[src/rtl/pcs_sync_param.sv]
// pcs_sync_param -- 1000BASE-X PCS receive code-group synchronization.
// Acquires code-group alignment from comma/IDLE pairs, tracks parity
// through rx_even and drops sync after BAD_LIMIT net bad code-groups,
// with GOOD_LIMIT consecutive good code-groups cancelling one bad.
// Optional build macro PCS_SYNC_STATS_EN adds sync_loss_cnt, a saturating
// count of SYNC_ACQUIRED -> LOSS_OF_SYNC transitions.
// PUDI/SUDI bit order is {a,b,c,d,e,i,f,g,h,j}, so K28.5 is 10'h0FA / 10'h305.
module pcs_sync_param #(
  parameter int COMMA_ACQ  = 3,
  parameter int BAD_LIMIT  = 4,
  parameter int GOOD_LIMIT = 4
) (
  input  logic       clk,
  input  logic       mr_main_reset,
  input  logic       signal_detect,
  input  logic       mr_loopback,
  input  logic [9:0] PUDI,
  output logic [9:0] SUDI,
  output logic       rx_even,
  output logic       code_sync_status,
  output logic [2:0] sync_bad_cnt
`ifdef PCS_SYNC_STATS_EN
  ,
  output logic [7:0] sync_loss_cnt
`endif
);

  typedef enum logic [1:0] {
    LOSS_OF_SYNC  = 2'd0,
    COMMA_DETECT  = 2'd1,
    ACQUIRE_SYNC  = 2'd2,
    SYNC_ACQUIRED = 2'd3
  } state_t;

  localparam logic [2:0] ACQ_L  = 3'(COMMA_ACQ);
  localparam logic [2:0] BAD_L  = 3'(BAD_LIMIT);
  localparam logic [2:0] GOOD_L = 3'(GOOD_LIMIT);

  localparam logic [9:0] K285_N = 10'b0011111010;
  localparam logic [9:0] K285_P = 10'b1100000101;
  localparam logic [9:0] D162_N = 10'b0110110101;
  localparam logic [9:0] D162_P = 10'b1001000101;
  localparam logic [9:0] D56    = 10'b1010010110;

  // 5b/6b sub-block in its RD- form (abcdei).
  function automatic logic [5:0] tab6(input logic [4:0] x);
    logic [5:0] s;
    case (x)
      5'd0:  s = 6'b100111;
      5'd1:  s = 6'b011101;
      5'd2:  s = 6'b101101;
      5'd3:  s = 6'b110001;
      5'd4:  s = 6'b110101;
      5'd5:  s = 6'b101001;
      5'd6:  s = 6'b011001;
      5'd7:  s = 6'b111000;
      5'd8:  s = 6'b111001;
      5'd9:  s = 6'b100101;
      5'd10: s = 6'b010101;
      5'd11: s = 6'b110100;
      5'd12: s = 6'b001101;
      5'd13: s = 6'b101100;
      5'd14: s = 6'b011100;
      5'd15: s = 6'b010111;
      5'd16: s = 6'b011011;
      5'd17: s = 6'b100011;
      5'd18: s = 6'b010011;
      5'd19: s = 6'b110010;
      5'd20: s = 6'b001011;
      5'd21: s = 6'b101010;
      5'd22: s = 6'b011010;
      5'd23: s = 6'b111010;
      5'd24: s = 6'b110011;
      5'd25: s = 6'b100110;
      5'd26: s = 6'b010110;
      5'd27: s = 6'b110110;
      5'd28: s = 6'b001110;
      5'd29: s = 6'b101110;
      5'd30: s = 6'b011110;
      default: s = 6'b101011;
    endcase
    return s;
  endfunction

  function automatic logic [2:0] ones6(input logic [5:0] v);
    logic [2:0] n;
    n = 3'd0;
    for (int i = 0; i < 6; i++) n = n + {2'b00, v[i]};
    return n;
  endfunction

  // Full 8b/10b encode of one byte in the given starting running disparity.
  function automatic logic [9:0] enc10(input logic [7:0] b, input logic k, input logic rd);
    logic [4:0] x;
    logic [2:0] y;
    logic [5:0] s6;
    logic [3:0] s4;
    logic       rdm;
    logic       a7;
    x  = b[4:0];
    y  = b[7:5];
    s6 = (k && x == 5'd28) ? 6'b001111 : tab6(x);
    if (rd && (ones6(s6) != 3'd3 || x == 5'd7)) s6 = ~s6;
    rdm = rd ^ (ones6(s6) != 3'd3);
    a7  = (!rdm && (x == 5'd17 || x == 5'd18 || x == 5'd20)) ||
          (rdm && (x == 5'd11 || x == 5'd13 || x == 5'd14));
    if (k && x == 5'd28) begin
      case (y)
        3'd0: s4 = 4'b0100;
        3'd1: s4 = 4'b1001;
        3'd2: s4 = 4'b0101;
        3'd3: s4 = 4'b0011;
        3'd4: s4 = 4'b0010;
        3'd5: s4 = 4'b1010;
        3'd6: s4 = 4'b0110;
        default: s4 = 4'b1000;
      endcase
      if (!rdm) s4 = ~s4;
    end else begin
      case (y)
        3'd0: s4 = 4'b1011;
        3'd1: s4 = 4'b1001;
        3'd2: s4 = 4'b0101;
        3'd3: s4 = 4'b1100;
        3'd4: s4 = 4'b1101;
        3'd5: s4 = 4'b1010;
        3'd6: s4 = 4'b0110;
        default: s4 = (a7 || k) ? 4'b0111 : 4'b1110;
      endcase
      if (rdm && (y == 3'd0 || y == 3'd3 || y == 3'd4 || y == 3'd7)) s4 = ~s4;
    end
    return {s6, s4};
  endfunction

  function automatic logic is_kcode(input logic [7:0] b);
    return (b[4:0] == 5'd28) ||
           (b[7:5] == 3'd7 && (b[4:0] == 5'd23 || b[4:0] == 5'd27 ||
                               b[4:0] == 5'd29 || b[4:0] == 5'd30));
  endfunction

  // A code-group is valid if it appears in either disparity column of the tables.
  function automatic logic is_valid(input logic [9:0] cg);
    logic v;
    v = 1'b0;
    for (int i = 0; i < 512; i++) begin
      if (enc10(8'(i), 1'b0, i[8]) == cg) v = 1'b1;
      if (is_kcode(8'(i)) && enc10(8'(i), 1'b1, i[8]) == cg) v = 1'b1;
    end
    return v;
  endfunction

  state_t     state, state_nxt;
  logic [2:0] acq_cnt, acq_nxt;
  logic [2:0] bad_cnt, bad_nxt;
  logic [2:0] good_cnt, good_nxt;
  logic       rx_even_nxt;
  logic       sig_ok;
  logic       cg_comma;
  logic       cg_idle;
  logic       cg_valid;
  logic       cg_bad;

  assign sig_ok   = signal_detect | mr_loopback;
  assign cg_comma = (PUDI == K285_N) || (PUDI == K285_P);
  assign cg_idle  = (PUDI == D162_N) || (PUDI == D162_P) || (PUDI == D56);
  assign cg_valid = is_valid(PUDI);
  assign cg_bad   = !cg_valid || (cg_comma && rx_even);

  // Next-state and counter updates of the synchronization FSM.
  always_comb begin
    state_nxt = state;
    acq_nxt   = acq_cnt;
    bad_nxt   = bad_cnt;
    good_nxt  = good_cnt;
    if (!sig_ok) begin
      state_nxt = LOSS_OF_SYNC;
      acq_nxt   = 3'd0;
      bad_nxt   = 3'd0;
      good_nxt  = 3'd0;
    end else begin
      case (state)
        LOSS_OF_SYNC: begin
          if (cg_comma) state_nxt = COMMA_DETECT;
          else          acq_nxt   = 3'd0;
        end
        COMMA_DETECT: begin
          if (cg_idle) begin
            if (acq_cnt + 3'd1 == ACQ_L) begin
              state_nxt = SYNC_ACQUIRED;
              bad_nxt   = 3'd0;
              good_nxt  = 3'd0;
            end else begin
              state_nxt = ACQUIRE_SYNC;
              acq_nxt   = acq_cnt + 3'd1;
            end
          end else begin
            state_nxt = LOSS_OF_SYNC;
            acq_nxt   = 3'd0;
          end
        end
        ACQUIRE_SYNC: begin
          if (cg_comma && !rx_even) begin
            state_nxt = COMMA_DETECT;
          end else if (cg_bad) begin
            state_nxt = LOSS_OF_SYNC;
            acq_nxt   = 3'd0;
          end
        end
        SYNC_ACQUIRED: begin
          if (cg_bad) begin
            if (bad_cnt + 3'd1 == BAD_L) begin
              state_nxt = LOSS_OF_SYNC;
              acq_nxt   = 3'd0;
              bad_nxt   = 3'd0;
              good_nxt  = 3'd0;
            end else begin
              bad_nxt  = bad_cnt + 3'd1;
              good_nxt = 3'd0;
            end
          end else if (bad_cnt != 3'd0) begin
            if (good_cnt + 3'd1 == GOOD_L) begin
              bad_nxt  = bad_cnt - 3'd1;
              good_nxt = 3'd0;
            end else begin
              good_nxt = good_cnt + 3'd1;
            end
          end else begin
            good_nxt = 3'd0;
          end
        end
        default: begin
          state_nxt = LOSS_OF_SYNC;
          acq_nxt   = 3'd0;
          bad_nxt   = 3'd0;
          good_nxt  = 3'd0;
        end
      endcase
    end
    // Entering COMMA_DETECT re-aligns parity so the comma sits on an even slot.
    rx_even_nxt = (state_nxt == COMMA_DETECT) ? 1'b1 : ~rx_even;
  end

  // FSM state, counters, parity and status registers.
  always_ff @(posedge clk) begin
    if (mr_main_reset) begin
      state            <= LOSS_OF_SYNC;
      acq_cnt          <= 3'd0;
      bad_cnt          <= 3'd0;
      good_cnt         <= 3'd0;
      rx_even          <= 1'b0;
      code_sync_status <= 1'b0;
    end else begin
      state            <= state_nxt;
      acq_cnt          <= acq_nxt;
      bad_cnt          <= bad_nxt;
      good_cnt         <= good_nxt;
      rx_even          <= rx_even_nxt;
      code_sync_status <= (state_nxt == SYNC_ACQUIRED);
    end
  end

  // One-cycle code-group delay towards the receiver.
  always_ff @(posedge clk) begin
    if (mr_main_reset) SUDI <= 10'd0;
    else               SUDI <= PUDI;
  end

  assign sync_bad_cnt = bad_cnt;

`ifdef PCS_SYNC_STATS_EN
  // Saturating count of sync losses from any cause other than reset.
  always_ff @(posedge clk) begin
    if (mr_main_reset) begin
      sync_loss_cnt <= 8'd0;
    end else if (state == SYNC_ACQUIRED && state_nxt == LOSS_OF_SYNC &&
                 sync_loss_cnt != 8'hFF) begin
      sync_loss_cnt <= sync_loss_cnt + 8'd1;
    end
  end
`endif

endmodule
[config.mk]
export PLATFORM = sky130hd
export DESIGN_NAME = pcs_sync_param
export DESIGN_NICKNAME = d
export VERILOG_FILES = /design/src/rtl/pcs_sync_param.sv
export SDC_FILE = /design/constraint.sdc
export NUM_CORES = 1
export LEC_CHECK = 0
export BUFFER_PORTS_ARGS = -buffer_cell sky130_fd_sc_hd__buf_2
export CAP_MARGIN = 30
export CORE_ASPECT_RATIO = 0.5
export CORE_MARGIN = 4
export CORE_UTILIZATION = 25
export CTS_BUF_LIST = sky130_fd_sc_hd__clkbuf_4
export DETAILED_ROUTE_END_ITERATION = 10
export PLACE_DENSITY = 0.49
export SLEW_MARGIN = 10
export SYNTH_ARGS = -nofsm -noshare
export SYNTH_HDL_FRONTEND = slang
export SYNTH_SLANG_ARGS = --single-unit --ignore-timing --ignore-initial --compat-mode --unroll-limit 50000
[constraint.sdc]
create_clock -name clk -period 3.88 [get_ports clk]
set_input_delay 0.194 -clock clk [delete_from_list [all_inputs] [get_ports clk]]
set_output_delay 0.194 -clock clk [all_outputs]
set_load 0.05 [all_outputs]
Word level (Yosys, flattened, before mapping) --
Index checks and enable logic that the tools add are counted.
Storage, ports and cells: latch bits 0, output and inout bits 15, memories kept 0, memory bits (writable) 0, input port bits 14, logic and storage cells 1009, memory bits (read-only) 0, bits in registers 23
Cells by class: reduce and logical (&&, ||, !) cells 15, eq/ne operators 487, $lt $le $gt $ge 0, divide/modulo/power cells 0, multipliers 0, bitwise gates (word level) 3, multiplexer cells 493, shift operators 0, add/subtract/negate cells 4
Operators by type and width (count):
- $eq A10 B10 Y1 const A | 232
- $eq A9 B10 Y1 const A | 138
- $eq A8 B10 Y1 const A | 69
- $mux W1 | 466
- $eq A7 B10 Y1 const A | 25
- $mux W3 | 16
- $eq A10 B10 Y1 const B | 3
- $mux W2 | 7
- $ne A2 B2 Y1 const B | 7
- $pmux W3 S2 | 2
- $pmux W3 S4 | 1
- $eq A10 B8 Y1 const B | 1
- $eq A10 B9 Y1 const B | 1
- $add A3 B1 Y3 const B | 3
- $ne A3 B3 Y1 const B | 3
- $pmux W2 S4 | 1
- $eq A2 B2 Y1 const B | 3
- $eq A3 B3 Y1 const B | 2
- $reduce_and A6 Y1 | 1
- $reduce_and A5 Y1 | 1
- $eq A2 B1 Y1 const B | 2
- $logic_or A1 B1 Y1 | 4
- $eq A3 B2 Y1 const B | 1
- $reduce_and A3 Y1 | 1
- 9 further kinds | 12

Longest topological paths before layout --
word-level depth 473, mapped depth 13, depth with buffers taken out 9

Least setup slack after synthesis --
Ideal clock, no wire load.
path kind input to register, from input PUDI[3], to register good_cnt[1], buffers on the path 2, stages on the path 11, setup time 0.117 ns, data arrival time 2.449 ns, data required time 3.763 ns, path slack 1.313 ns, path through buf_2 -> clkbuf_1 -> nor4bb_1 -> o31a_1 -> a31oi_1 -> o221ai_1 -> a2bb2o_1 -> a2111oi_2 -> o21ai_2 -> and2_4 -> a32o_1
RTL lines:
- start: declaration | RTL line 17 | input logic [9:0] PUDI,
- end signal: assignment | RTL line 256 | good_cnt <= good_nxt;
- end: declaration | RTL line 155 | logic [2:0] good_cnt, good_nxt;

==> run_results.csv <==
group,metric,value,unit
synthesis,synth_nets,524,
global_routing,antenna_found_initial,2,
worst_setup_path,cp_max_fo,43,
pwr,p_per_area,176,nW/um2
clock_network,cts-buffers-inserted,3,
sta,slew_violations,0,
sta,slew_headroom,37.5,%
detailed_routing,wl_per_cell,21.1,um
sta,fin_crit,3.10,ns
place,gp_congestion,1.02,
pwr,intPower,0.380,mW
worst_setup_path,worstSetupEndpointType,"register",
pwr,clock_power_share,17.0,%
place,io_buffer_count,28,
floorplanning,boundaryPins,29,
synthesis,ys_types,85,
pwr,power.switching,0.309,mW
finish,regArea,460,um2
synthesis,synth_compound_area_share,33.0,%
place,placedCellCount,692,
synthesis,ys_async_sr_fraction,0,%
floorplanning,die_h,93.9,um
global_routing,grt_usage,16.8,%
clock_network,post-cts-setup-buffers,0,
status,status,"completed",
sta,tns,0,ns
clock_network,root_buffer,"clkbuf_4",
clock_network,cts_tree,"built",
clock_network,postCtsHoldBufs,0,
global_routing,first_global_vias,4041,
detailed_routing,first_pass_iters,5,
detailed_routing,drc,0,
worst_setup_path,crit_required,4.13,ns
detailed_routing,vias,4430,
worst_setup_path,cpPeakStageDelay,0.77,ns
pwr,seqPwrFrac,35.5,%
worst_setup_path,startpoint_type,"input port",
floorplanning,core_region_area,14500,um2
finish,area_growth,6.38,%
hold_path,hold_class,"in -> reg",
synthesis,synthSimpleGateAreaFrac,34.7,%
synthesis,ys_seq_area_share,12.5,%
clock_network,cts_resized,0,
clock_network,cts_buffer_depth,2,
worst_setup_path,cp_slowest_cell,"nor2b_1",
synthesis,synth_area,3690,um2
synthesis,avgSynthCellArea,7.36,um2
clock_network,clock-sinks,23,
pwr,fin_total_pwr,0.689,mW
worst_setup_path,worstSetupPathType,"in -> reg",
worst_setup_path,reg2reg_depth,8,
detailed_routing,drt-initial-drc-count,733,
hold_path,whs_path_depth,2,
finish,stdcell_count,697,
synthesis,synthXorXnorAreaFrac,4.48,%
global_routing,grt_pass1_wl,23200,um
clock_network,h-tree-depth,1,
floorplanning,fp-row-count,31,
finish,nNetsFinal,522,
synthesis,synth_top_family_by_area,"simple AND/OR/NAND/NOR gates",
sta,skew,0.00898,ns
finish,layout-drive-gt1-share,13.5,%
sta,rsz0062_at_grt,"false",
synthesis,synth_ff_type,"dfxtp_1",
floorplanning,fp.dieW,180,um
synthesis,muxShareOfSynthArea,1.12,%
sta,fmaxAchievable,323,MHz
synthesis,synth-edff-count,0,
pwr,ir_drop,63.2,uV
detailed_routing,routed_wl,14700,um
global_routing,grt_max_degree,45,
flow_run,maxCapViolCount,0,
finish,multi_input_area,2820,um2
pwr,cellLeakagePower,1.28,nW
global_routing,grt_overflow_total,0,
floorplanning,die_area,16900,um2
place,hpwl,10600,um
sta,hold_viol_final,0,
clock_network,clk_pin_slew,0.14,ns
worst_setup_path,crit_chain,"buf_2, nor2b_1, a22oi_1, o32a_1, a21oi_1, nand4bb_1, o41ai_1, o21ai_2, nand3_1, a31oi_1",
sta,period_share,79.8,%
sta,tightestPinTransition,0.926,ns
worst_setup_path,crit_arrival,3.34,ns
pwr,switching_share,44.8,%
detailed_routing,postRouteAntennaNets,0,
finish,fill_cells,1571,
detailed_routing,via_per_inst,6.36,
synthesis,yosys.area_share.adder,3.05,%
synthesis,synthCells,501,
floorplanning,start_util,25.5,%
pwr,combPwrFrac,47.5,%
clock_network,insertion_delay,0.32,ns
synthesis,ys_ff_latch,23,
sta,setup_violations,0,
synthesis,yosysWarnings,0,
==> layout by cell type (no fill, tap or decap), types with 5 or more instances in the layout <==
master,netlist,layout
and4b_1,5,5
xnor2_1,6,6
dfxtp_1,23,23
xor2_1,6,6
nand4_1,13,13
nand3_1,20,20
nand2b_1,11,11
o221ai_1,6,6
o22ai_1,7,7
a32o_1,6,6
o2111ai_1,7,7
o21ai_0,23,23
a31oi_1,11,11
a221oi_1,6,6
o211ai_1,10,10
a32oi_1,13,13
a21oi_1,20,20
nor2b_1,21,21
nand2_1,40,40
nor3_1,13,13
nor2_1,27,27
inv_1,18,18
buf_4,10,20
o31ai_1,5,5
nor3b_1,5,5
nor4bb_1,12,12
ha_1,9,9
nor4_1,7,7
buf_2,16,28
==> power groups by stage <==
stage,clock (mW),sequential [mW],combinational (mW)
2_1_floorplan,0,0.272,0.214
3_3_place_gp,0,0.250,0.324
3_5_place_dp,0,0.250,0.313
4_1_cts,0.125,0.245,0.314
5_1_grt,0.128,0.245,0.345
6_report,0.117,0.245,0.328
==> logic make-up (layout without fill, tap and decap cells) <==
group           after synthesis  in the layout
compound gates              163            163
xor+xnor                     15             15
fa+ha+maj                     9              9
buf+inv                      75             72
flops                        23             23
mux                           4              4
other cells                   0              1
simple gates                212            212
==> critical path, delay by kind of cell <==
family / cells / cell delay, ns
compound gates: 6 / 1.31
buf+inv: 1 / 0.63
simple gates: 3 / 1.17
==> sequential cells by signal, indices dropped and copies added, names as in the netlist <==
signal	flops
code_sync_status	1
rx_even	1
good_cnt	3
SUDI	10
sync_bad_cnt	3
state	2
acq_cnt	3
==> through the flow <==
step | hold WS (ns) | worst slack (ns) | instance area [um2] | utilization (%)
floorplan | 0.266 | 1.31 | 3690 | -
global placement | 0.479 | 0.508 | 3890 | 26.9
detailed placement | 0.480 | 0.503 | 3890 | 26.9
CTS | 0.183 | 0.870 | 3920 | 27.1
global route | 0.200 | 0.534 | 3920 | 27.1
finish | 0.193 | 0.783 | 3920 | 27.1
==> cell usage after synthesis, drive strengths merged (5+ instances only) <==
library cell | number | share of area [%]
nand2 | 40 | 4.1
buf | 37 | 7.3
nor2 | 28 | 3.1
o21ai | 24 | 3.4
dfxtp | 23 | 12
nor2b | 21 | 3.6
a21oi | 20 | 2.7
nand3 | 20 | 2.7
clkbuf | 18 | 1.8
inv | 18 | 1.8
a32oi | 13 | 3.1
nand4 | 13 | 2.2
nor3 | 13 | 1.8
nor4bb | 12 | 3.3
a31oi | 11 | 1.9
nand2b | 11 | 1.9
o211ai | 10 | 2.0
ha | 9 | 3.1
xnor2 | 9 | 3.1
o22ai | 8 | 1.5
nor4 | 7 | 1.2
o2111ai | 7 | 1.7
a221oi | 6 | 1.4
a32o | 6 | 1.6
and4b | 6 | 1.7
o221ai | 6 | 1.4
xor2 | 6 | 1.4
nor3b | 5 | 1.0
nor4b | 5 | 1.4
o31ai | 5 | 1.0
==> worst paths after layout <==
kind | from | to | slack [ns]
setup / recovery | PUDI[7] | acq_cnt[2] | 0.78
hold / removal | mr_main_reset | SUDI[5] | 0.19
setup reg to reg | sync_bad_cnt[0] | acq_cnt[1] | 2.04
hold reg to reg | good_cnt[2] | good_cnt[2] | 0.50
==> metal layers <==
metal  up-vias  track usage [%]  wire (um)
li1       1957                -          -
met1      2004             22.3       5950
met2       382             24.7       5890
met3        85             5.49       2110
met4         2             7.48        746
met5         -                0          7
==> cell type report <==
| class | count | share of cell area, % |
|---|---|---|
| sequential | 23 | 11.7 |
| inverter | 20 | 1.91 |
| timing repair buffer | 48 | 7.40 |
| clock inverter | 1 | 0.191 |
| clock buffer | 3 | 0.574 |
| tap | 198 | 6.32 |
| multi-input combinational | 403 | 71.8 |
| antenna | 1 | 0.0638 |
No activity file was read; power rests on OpenSTA's default activity.
